File: src/rtl/temp_disp_pkg.sv
// Shared constants and types for the temperature display path.
// Holds the active-low seven-segment codes (bit0=a .. bit6=g), the converter
// state encoding and the number of BCD digits produced.
package temp_disp_pkg;

  localparam int unsigned BCD_DIGITS = 3;

  localparam logic [6:0] SEG_0     = 7'b1000000;
  localparam logic [6:0] SEG_1     = 7'b1111001;
  localparam logic [6:0] SEG_2     = 7'b0100100;
  localparam logic [6:0] SEG_3     = 7'b0110000;
  localparam logic [6:0] SEG_4     = 7'b0011001;
  localparam logic [6:0] SEG_5     = 7'b0010010;
  localparam logic [6:0] SEG_6     = 7'b0000010;
  localparam logic [6:0] SEG_7     = 7'b1111000;
  localparam logic [6:0] SEG_8     = 7'b0000000;
  localparam logic [6:0] SEG_9     = 7'b0010000;
  localparam logic [6:0] SEG_DASH  = 7'b0111111;
  localparam logic [6:0] SEG_BLANK = 7'b1111111;

  typedef enum logic [1:0] {
    IDLE,
    SHIFT,
    UPDATE
  } state_t;

endpackage

File: src/rtl/bcd_to_seg7.sv
// Combinational BCD digit to active-low seven-segment decoder.
// Ports:
//   i_bcd : 4-bit BCD digit
//   o_seg : segment pattern, bit0=a .. bit6=g; codes 10..15 give all segments off
module bcd_to_seg7
  import temp_disp_pkg::*;
(
  input  logic [3:0] i_bcd,
  output logic [6:0] o_seg
);

  always_comb begin
    o_seg = SEG_BLANK;
    case (i_bcd)
      4'd0:    o_seg = SEG_0;
      4'd1:    o_seg = SEG_1;
      4'd2:    o_seg = SEG_2;
      4'd3:    o_seg = SEG_3;
      4'd4:    o_seg = SEG_4;
      4'd5:    o_seg = SEG_5;
      4'd6:    o_seg = SEG_6;
      4'd7:    o_seg = SEG_7;
      4'd8:    o_seg = SEG_8;
      4'd9:    o_seg = SEG_9;
      default: o_seg = SEG_BLANK;
    endcase
  end

endmodule

File: src/rtl/temp_bcd_seg_encoder.sv
// Binary (0..MAX_VAL) to three-digit seven-segment encoder for the display mux.
// Sequential double-dabble, one input bit per clock; results are registered
// and only change in UPDATE or on reset.
// Optional macro LEADING_BLANK_EN: blank leading zero hundreds/tens digits.
// Ports:
//   clk100mhz : system clock
//   reset     : synchronous active-high reset
//   start     : convert request, ignored while busy
//   valor     : binary value, sampled when start is accepted
//   unidades7 / decenas7 / centenas7 : active-low segment patterns
//   busy      : conversion in progress
//   done      : one-cycle pulse when new patterns are valid
//   ovf       : last converted value exceeded MAX_VAL
module temp_bcd_seg_encoder
  import temp_disp_pkg::*;
#(
  parameter int unsigned IN_W    = 10,
  parameter int unsigned MAX_VAL = 999
) (
  input  logic            clk100mhz,
  input  logic            reset,
  input  logic            start,
  input  logic [IN_W-1:0] valor,
  output logic [6:0]      unidades7,
  output logic [6:0]      decenas7,
  output logic [6:0]      centenas7,
  output logic            busy,
  output logic            done,
  output logic            ovf
);

  localparam int unsigned CNT_W = $clog2(IN_W + 1);
  localparam int unsigned BCD_W = 4 * BCD_DIGITS;

  state_t r_state;
  state_t w_state_next;

  logic [IN_W-1:0]       r_bin;
  logic [BCD_W-1:0]      r_bcd;
  logic [CNT_W-1:0]      r_cnt;
  logic                  r_ovf_next;
  logic [6:0]            r_unid, r_dec, r_cent;
  logic                  r_ovf;
  logic                  r_done;

  logic [BCD_W-1:0]      w_adj;
  logic [BCD_W+IN_W-1:0] w_cat;
  logic                  w_shift_last;
  logic [6:0]            w_dig_seg [BCD_DIGITS];
  logic [6:0]            w_unid, w_dec, w_cent;

  // State register
  always_ff @(posedge clk100mhz) begin
    if (reset) r_state <= IDLE;
    else       r_state <= w_state_next;
  end

  assign w_shift_last = (r_cnt == CNT_W'(IN_W - 1));

  // Next-state logic
  always_comb begin
    w_state_next = r_state;
    case (r_state)
      IDLE:    if (start) w_state_next = SHIFT;
      SHIFT:   if (w_shift_last) w_state_next = UPDATE;
      UPDATE:  w_state_next = IDLE;
      default: w_state_next = IDLE;
    endcase
  end

  // Add-3 correction on every nibble before the shift.
  always_comb begin
    w_adj = r_bcd;
    for (int i = 0; i < int'(BCD_DIGITS); i++) begin
      if (r_bcd[4*i +: 4] >= 4'd5) w_adj[4*i +: 4] = r_bcd[4*i +: 4] + 4'd3;
    end
  end

  // Carry out of the hundreds nibble falls off the top of the shift.
  assign w_cat = {w_adj, r_bin} << 1;

  for (genvar g = 0; g < int'(BCD_DIGITS); g++) begin : g_dec
    bcd_to_seg7 u_dec (
      .i_bcd(r_bcd[4*g +: 4]),
      .o_seg(w_dig_seg[g])
    );
  end

  // Select what UPDATE will latch: dashes on overflow, optional leading blanks.
  always_comb begin
    w_unid = w_dig_seg[0];
    w_dec  = w_dig_seg[1];
    w_cent = w_dig_seg[2];
`ifdef LEADING_BLANK_EN
    if (r_bcd[11:8] == 4'd0) begin
      w_cent = SEG_BLANK;
      if (r_bcd[7:4] == 4'd0) w_dec = SEG_BLANK;
    end
`endif
    if (r_ovf_next) begin
      w_unid = SEG_DASH;
      w_dec  = SEG_DASH;
      w_cent = SEG_DASH;
    end
  end

  // Datapath and registered outputs
  always_ff @(posedge clk100mhz) begin
    if (reset) begin
      r_bin      <= '0;
      r_bcd      <= '0;
      r_cnt      <= '0;
      r_ovf_next <= 1'b0;
      r_unid     <= SEG_0;
      r_dec      <= SEG_0;
      r_cent     <= SEG_0;
      r_ovf      <= 1'b0;
      r_done     <= 1'b0;
    end else begin
      r_done <= 1'b0;
      case (r_state)
        IDLE: begin
          if (start) begin
            r_bin      <= valor;
            r_bcd      <= '0;
            r_cnt      <= '0;
            r_ovf_next <= (32'(valor) > MAX_VAL);
          end
        end
        SHIFT: begin
          r_bcd <= w_cat[IN_W +: BCD_W];
          r_bin <= w_cat[IN_W-1:0];
          r_cnt <= r_cnt + 1'b1;
        end
        UPDATE: begin
          r_unid <= w_unid;
          r_dec  <= w_dec;
          r_cent <= w_cent;
          r_ovf  <= r_ovf_next;
          r_done <= 1'b1;
        end
        default: ;
      endcase
    end
  end

  // Output logic
  always_comb begin
    busy      = (r_state != IDLE);
    done      = r_done;
    ovf       = r_ovf;
    unidades7 = r_unid;
    decenas7  = r_dec;
    centenas7 = r_cent;
  end

endmodule

File: config.mk
export PLATFORM = sky130hd
export DESIGN_NAME = temp_bcd_seg_encoder
export DESIGN_NICKNAME = d
export VERILOG_FILES = /design/src/rtl/temp_disp_pkg.sv /design/src/rtl/bcd_to_seg7.sv /design/src/rtl/temp_bcd_seg_encoder.sv
export SDC_FILE = /design/constraint.sdc
export NUM_CORES = 1
export LEC_CHECK = 0
export ABC_CLOCK_PERIOD_IN_PS = 2100
export CORE_MARGIN = 2
export CORE_UTILIZATION = 51
export DETAILED_ROUTE_END_ITERATION = 10
export HOLD_SLACK_MARGIN = 0.1
export PLACE_DENSITY = 0.81
export SETUP_SLACK_MARGIN = 0.1
export SLEW_MARGIN = 20
export SYNTH_ARGS = -nofsm -noshare
export SYNTH_HDL_FRONTEND = slang
export SYNTH_SLANG_ARGS = --single-unit
File: constraint.sdc
create_clock -name clk100mhz -period 2.1 [get_ports clk100mhz]
set_clock_uncertainty 0.1 [all_clocks]
set_input_delay 0.63 -clock clk100mhz [delete_from_list [all_inputs] [get_ports clk100mhz]]
set_output_delay 0.63 -clock clk100mhz [all_outputs]
set_load 0.02 [all_outputs]
# ---- Word-level counts from Yosys, hierarchy flattened
# Memory sizes are Yosys's and may differ from the RTL's. A register that Yosys moved wholly into a read port is not among the register bits.
# Index checks and enable logic that the tools add are counted.
dict set report op_classes {
  order_cmp 4
  add_sub_neg 4
  n_reduce_logical 6
  mux 22
  n_eq_ne 5
}
# op n
set op_table {}
lappend op_table {{two-way mux 4 bit} 9}
lappend op_table {{one-hot mux 12 bit (2 select lines)} 1}
lappend op_table {{two-way mux 7 bit} 3}
lappend op_table {{one-hot mux 10 bit (2 select lines)} 1}
lappend op_table {{greater-or-equal comparator 4 x 3 -> 1 bit (second input constant)} 3}
lappend op_table {{two-way mux 12 bit} 1}
lappend op_table {{greater-than comparator 10 bit (second input constant)} 1}
lappend op_table {{two-way mux 10 bit} 1}
lappend op_table {{adder 4 x 2 -> 4 bit (second input constant)} 2}
lappend op_table {{one-hot mux 4 bit (2 select lines)} 1}
lappend op_table {{AND reduction 2 bit} 3}
lappend op_table {{adder 4 x 1 -> 4 bit (second input constant)} 1}
lappend op_table {{equality test 4 bit (second input constant)} 1}
lappend op_table {{two-way mux 2 bit} 2}
lappend op_table {{!= test 2 bit (second input constant)} 2}
lappend op_table {{one-hot mux 2 bit (2 select lines)} 1}
lappend op_table {{nonzero test 2 bit} 2}
lappend op_table {{adder 3 x 2 -> 3 bit (second input constant)} 1}
lappend op_table {{two-way mux 3 bit} 1}
lappend op_table {{equality test 2 x 1 -> 1 bit (second input constant)} 1}
lappend op_table {{equality test 2 bit (second input constant)} 1}
lappend op_table {{zero test 2 bit} 1}
lappend op_table {{two-way mux 1 bit} 1}
dict set report totals {
  romBits 336
  mem_count 3
  inputBits 13
  out_inout_bits 24
  reg_bits 52
}
# name words word_bits read_ports rd_ports_with_merged_regs write_ports line
set memory_table {}
lappend memory_table {{(no name shown)} 16 7 1 1 0 bcd_to_seg7.sv:14} ;# case (i_bcd)
lappend memory_table {{(no name shown)} 16 7 1 1 0 bcd_to_seg7.sv:14}
lappend memory_table {{(no name shown)} 16 7 1 1 0 bcd_to_seg7.sv:14}

# ---- Depth between registers and ports, before layout
dict set report logic_depth {
  word_depth 5
  depth_mapped 11
  depth_no_buf 11
}

# ---- Modules after synthesis
# Synthesis repeated with hierarchy kept, for this count alone.
dict set report unflattened {
  hier_cells 360
  area_unflattened_um2 2905.3
}
# module instances cells_each area_per_inst_um2
set by_module_without_submodules {}
lappend by_module_without_submodules {temp_bcd_seg_encoder 1 263 2284.7}
lappend by_module_without_submodules {{bcd_to_seg7 at g_dec[0].u_dec ...} 2 33 210.2}
lappend by_module_without_submodules {{bcd_to_seg7 at g_dec[1].u_dec} 1 31 200.2}

# ---- Least setup slack after synthesis
# No wires, ideal clock.
dict set report synth_timing {
  path_kind {input port to flip-flop}
  from {in start}
  to {reg g_dec[2].u_dec.o_seg[4] (netlist name)}
  t_required_ns 1.930
  arrival_ns 2.138
  cell_stages 8
  setup_ns 0.070
  setup_slack_ns -0.208
  n_path_buf 1
  cell_sequence {o21bai_4 -> buf_2 -> a32oi_1 -> a31oi_1 -> inv_1 -> ha_1 -> a32o_1 -> a21oi_1}
}
dict set report synth_between {
  elab_chain_len 4
}
# item line
set synth_lines {}
lappend synth_lines {{start: declaration} temp_bcd_seg_encoder.sv:22} ;# input logic start,
lappend synth_lines {{!= test 2 bit (no line)} n/a}
lappend synth_lines {{AND reduction 2 bit (no line)} n/a}
lappend synth_lines {{two-way mux 4 bit (no line) (2 in series)} n/a}
# No other way between the ends.
# A chain may end at the register's enable or synchronous reset.

# ---- Worst setup path after layout
dict set report layout_timing {
  from {reg r_bcd[5]}
  to {reg g_dec[1].u_dec.o_seg[4] (netlist name)}
}
dict set report layout_between {
  elab_chain_len 5
  elab_cells_between_ends 6
  cone_classes {add/sub: 1; order compare: 1; mux: 4}
}
# item line
set layout_lines {}
lappend layout_lines {{start: declaration} temp_bcd_seg_encoder.sv:39} ;# logic [BCD_W-1:0] r_bcd;
lappend layout_lines {{start signal: assignment} temp_bcd_seg_encoder.sv:131} ;# r_bcd <= w_cat[IN_W +: BCD_W];
lappend layout_lines {{adder 4 x 2 -> 4 bit / greater-or-equal comparator 4 x 3 -> 1 bit (equally long branches)} temp_bcd_seg_encoder.sv:75} ;# if (r_bcd[4*i +: 4] >= 4'd5) w_adj[4*i +: 4] = r_bcd[4*i +: 4] + 4'd3;
lappend layout_lines {{two-way mux 4 bit} temp_bcd_seg_encoder.sv:75}
lappend layout_lines {{one-hot mux 12 bit (2 select lines)} temp_bcd_seg_encoder.sv:121} ;# case (r_state)
lappend layout_lines {{two-way mux 4 bit (no line) (*) (2 in series)} n/a}
# Every way passes the cells marked *; elsewhere a longest branch is shown, timed or not.

==> flow_metrics.env <==
export IMPL_outcome="complete, but fails checks"
export IMPL_violations="setup timing"
export IMPL_clock_root_buffer="clkbuf_8"
export IMPL_io_pins=37
export IMPL_core_area_um2=7180
export IMPL_finalSetupViolations=7
export IMPL_drv_cap=0
export IMPL_syn_area_um2=3720
export IMPL_power_leakage_nw=2.32
export IMPL_die_y_um=89.4
export IMPL_drc=0
export IMPL_reg2reg_from="r_bcd[5]"
export IMPL_postCtsHoldBufs=0
export IMPL_synth_cell_type_count=50
export IMPL_num_vias=3586
export IMPL_place_ws_ns=-0.611
export IMPL_synthesis_nets=456
export IMPL_tightest_slew_ns=0.523
export IMPL_synth_seq_cells=73
export IMPL_worstPathCellList="inv_4 -> ha_4 -> nand2b_4 -> a2111o_1 -> a31oi_4 -> inv_4 -> ha_4 -> a32o_2 -> a21oi_2"
export IMPL_rows=31
export IMPL_ys_seq_area_share_pct=39.3
export IMPL_r2r_slack_ns=-0.05
export IMPL_cts_tree="built"
export IMPL_end_kind="flop"
export IMPL_synth_edff_count=0
export IMPL_grt_use_total_pct=27.0
export IMPL_fillCellCount=473
export IMPL_fin_crit_sh_pct=102
export IMPL_r2r_end="g_dec[1].u_dec.o_seg[4]"
export IMPL_die_w_um=89.4
export IMPL_postRouteAntennaNets=0
export IMPL_r2r_cells=9
export IMPL_worstPathMaxFanout=3
export IMPL_drt_vias_per_instance=5.72
export IMPL_gp_congestion=0.864
export IMPL_die_area_um2=7990
export IMPL_io_buffers=36
export IMPL_postSynthAreaPerCell_um2=8.86
export IMPL_grt_max_degree=24
export IMPL_yosys_warnings=0
export IMPL_finalWorstSetupSlack_ns=-0.0478
export IMPL_layout_drive_gt1_share_pct=38.6
export IMPL_startpoint_type="flop"
export IMPL_final_hold_viol_count=0
export IMPL_total_power_mw=2.82
export IMPL_wl_um=10700
export IMPL_worst_endpoint_required_ns=2.29
export IMPL_overflow=0
export IMPL_syn_inst=420
export IMPL_slowest_delay_ns=0.42
export IMPL_rsz0062_at_grt="true"
export IMPL_place_area_um2=4680
export IMPL_grt_pass1_wl_um=16600
export IMPL_crit_buf_inv=2
export IMPL_slowest_stage="a2111o_1"
export IMPL_clockBufferDepth=2
export IMPL_numCtsBuffers=9
export IMPL_crit_family="compound AO/OA/AOI/OAI gates"
export IMPL_final_area_um2=5380
export IMPL_powerDensity_nw_per_um2=525
export IMPL_drt_initial_drc_count=182
export IMPL_start_util_pct=51.8
export IMPL_antenna_found_initial=0
export IMPL_hpwl_um=6380
export IMPL_synthFlopType="dfxtp_1"
export IMPL_vdd_drop_max_mv=0.366
export IMPL_first_global_vias=3499
export IMPL_fin_crit_ns=2.15
export IMPL_area_delta_synth_final_pct=44.5
export IMPL_critical_path_class="reg2reg"
export IMPL_multi_input_area_um2=2470
export IMPL_dr_pass1_iters=4
export IMPL_cts_sinks=73
export IMPL_h_tree_depth=3
export IMPL_seq_area_um2=1480
export IMPL_finalMaxSlewViolations=0
export IMPL_path_clk_slew_ns=0.09
export IMPL_cp_num_cells=9
export IMPL_worstPathArrival_ns=2.34
export IMPL_endpoint="g_dec[1].u_dec.o_seg[4]"
export IMPL_hold_class="reg2reg"
export IMPL_clk_latency_ns=0.36
export IMPL_holdPathStages=2
export IMPL_setup_worst_path_start="r_bcd[5]"
export IMPL_finish_net_count=559
export IMPL_synthArstFlopShare_pct=0
export IMPL_diodes=0
export IMPL_routedWlPerCell_um=17.1
export IMPL_max_freq_ghz=0.466
export IMPL_slew_headroom_pct=64.3
[cell usage in the layout, fill, tap and decap left out, drive strengths merged, types with 7 or more instances in the layout]
master and count:
inv 26, clkdlybuf4s50 10, dlygate4sd2 23, a211oi 9, ha 23, nand3 7
and2 10, dfxtp 73, clkbuf 10, a22oi 8, a21oi 23, nor3 43
o221a 8, nor2 46, a31oi 11, o21ai 13, nor2b 10, nand2 24
buf 86
[layout make-up]
class | count | area share, %
Clock buffer | 10 | 2.56
Clock inverter | 6 | 1.26
Inverter | 26 | 2.09
Multi-Input combinational cell | 293 | 45.9
Sequential cell | 73 | 27.4
Tap cell | 99 | 2.30
Timing Repair Buffer | 120 | 18.5
[what timing repair did]
item / CTS / global route
pin swaps: 24 / 19
resized for setup: 87 / 42
buffers inserted: 13 / 5
endpoints found under the setup margin: 46 / 24
cloned: 0 / 0
[routing by layer]
layer | vias up | share of wire, % | GRT usage (%)
li1 | 1709 | - | -
met3 | 21 | 4.2 | 6.09
met2 | 106 | 53 | 47.1
met1 | 1750 | 40 | 31.5
met4 | 0 | 2.3 | 11.7
met5 | - | 0 | 0
[cells by family after synthesis]
logic type,count (synthesis),share of synthesized area (%)
mux,5,1.38
buf+inv,54,6.26
fa+ha+maj,23,7.74
compound gates,103,22.3
xor+xnor,2,0.471
simple gates,160,22.6
flops,73,39.3
[power by group]
group | switching [mW] | internal, mW
Sequential | 0.0171 | 1.41
Clock | 0.567 | 0.583
Combinational | 0.132 | 0.120
[flip-flops by register name, indices dropped and copies added, names as in the netlist, 2 cells and up]
register,flops
centenas7,7
decenas7,7
g_dec.u_dec.o_seg,21
r_bcd,12
r_bin,10
r_cnt,4
r_state,2
unidades7,7
[worst min-delay path: stages, from the launching register on]
cell	delay, ns
dfxtp_1	0.32
nand2_1	0.05
nand3_1	0.06
[worst min-delay path by stage]
stage	slack, ns	startpoint	to
final	0.37	unidades7[6]	unidades7[6]
after global routing	0.41	centenas7[6]	centenas7[6]
after CTS	0.37	ovf	ovf
after detailed placement	0.36	ovf	ovf
after global placement	0.34	ovf	ovf
after floorplan	0.35	g_dec[2].u_dec.o_seg[6]	centenas7[6]
[per-stage QoR]
| stage | util [%] | hold WS, ns | TNS (ns) | cells |
|---|---|---|---|---|
| CTS | 72.5 | 0.369 | -0.290 | 623 |
| detailed placement | 65.2 | 0.360 | -12.85 | 594 |
| floorplan | - | 0.349 | 0 | 420 |
| finish | 74.9 | 0.373 | -0.180 | 627 |
| global placement | 65.2 | 0.345 | -11.38 | 594 |
| global route | 74.9 | 0.407 | -0.874 | 627 |
[synth_stat cells, types with 7 or more instances]
| master | number | area, µm² |
|---|---|---|
| dfxtp_1 | 73 | 1460 |
| nor3_1 | 43 | 215 |
| nor2_1 | 42 | 158 |
| inv_1 | 26 | 97.6 |
| nand2_1 | 24 | 90.1 |
| a21oi_1 | 23 | 115 |
| ha_1 | 23 | 288 |
| clkbuf_1 | 17 | 63.8 |
| o21ai_0 | 11 | 55.1 |
| a31oi_1 | 10 | 62.6 |
| nor2b_1 | 9 | 56.3 |
| a22oi_1 | 8 | 60.1 |
| o221a_2 | 8 | 90.1 |
| a211oi_1 | 7 | 52.6 |
| and2_1 | 7 | 43.8 |
| nand3_1 | 7 | 35.0 |
Note: power is estimated with default switching activity, not from simulation.
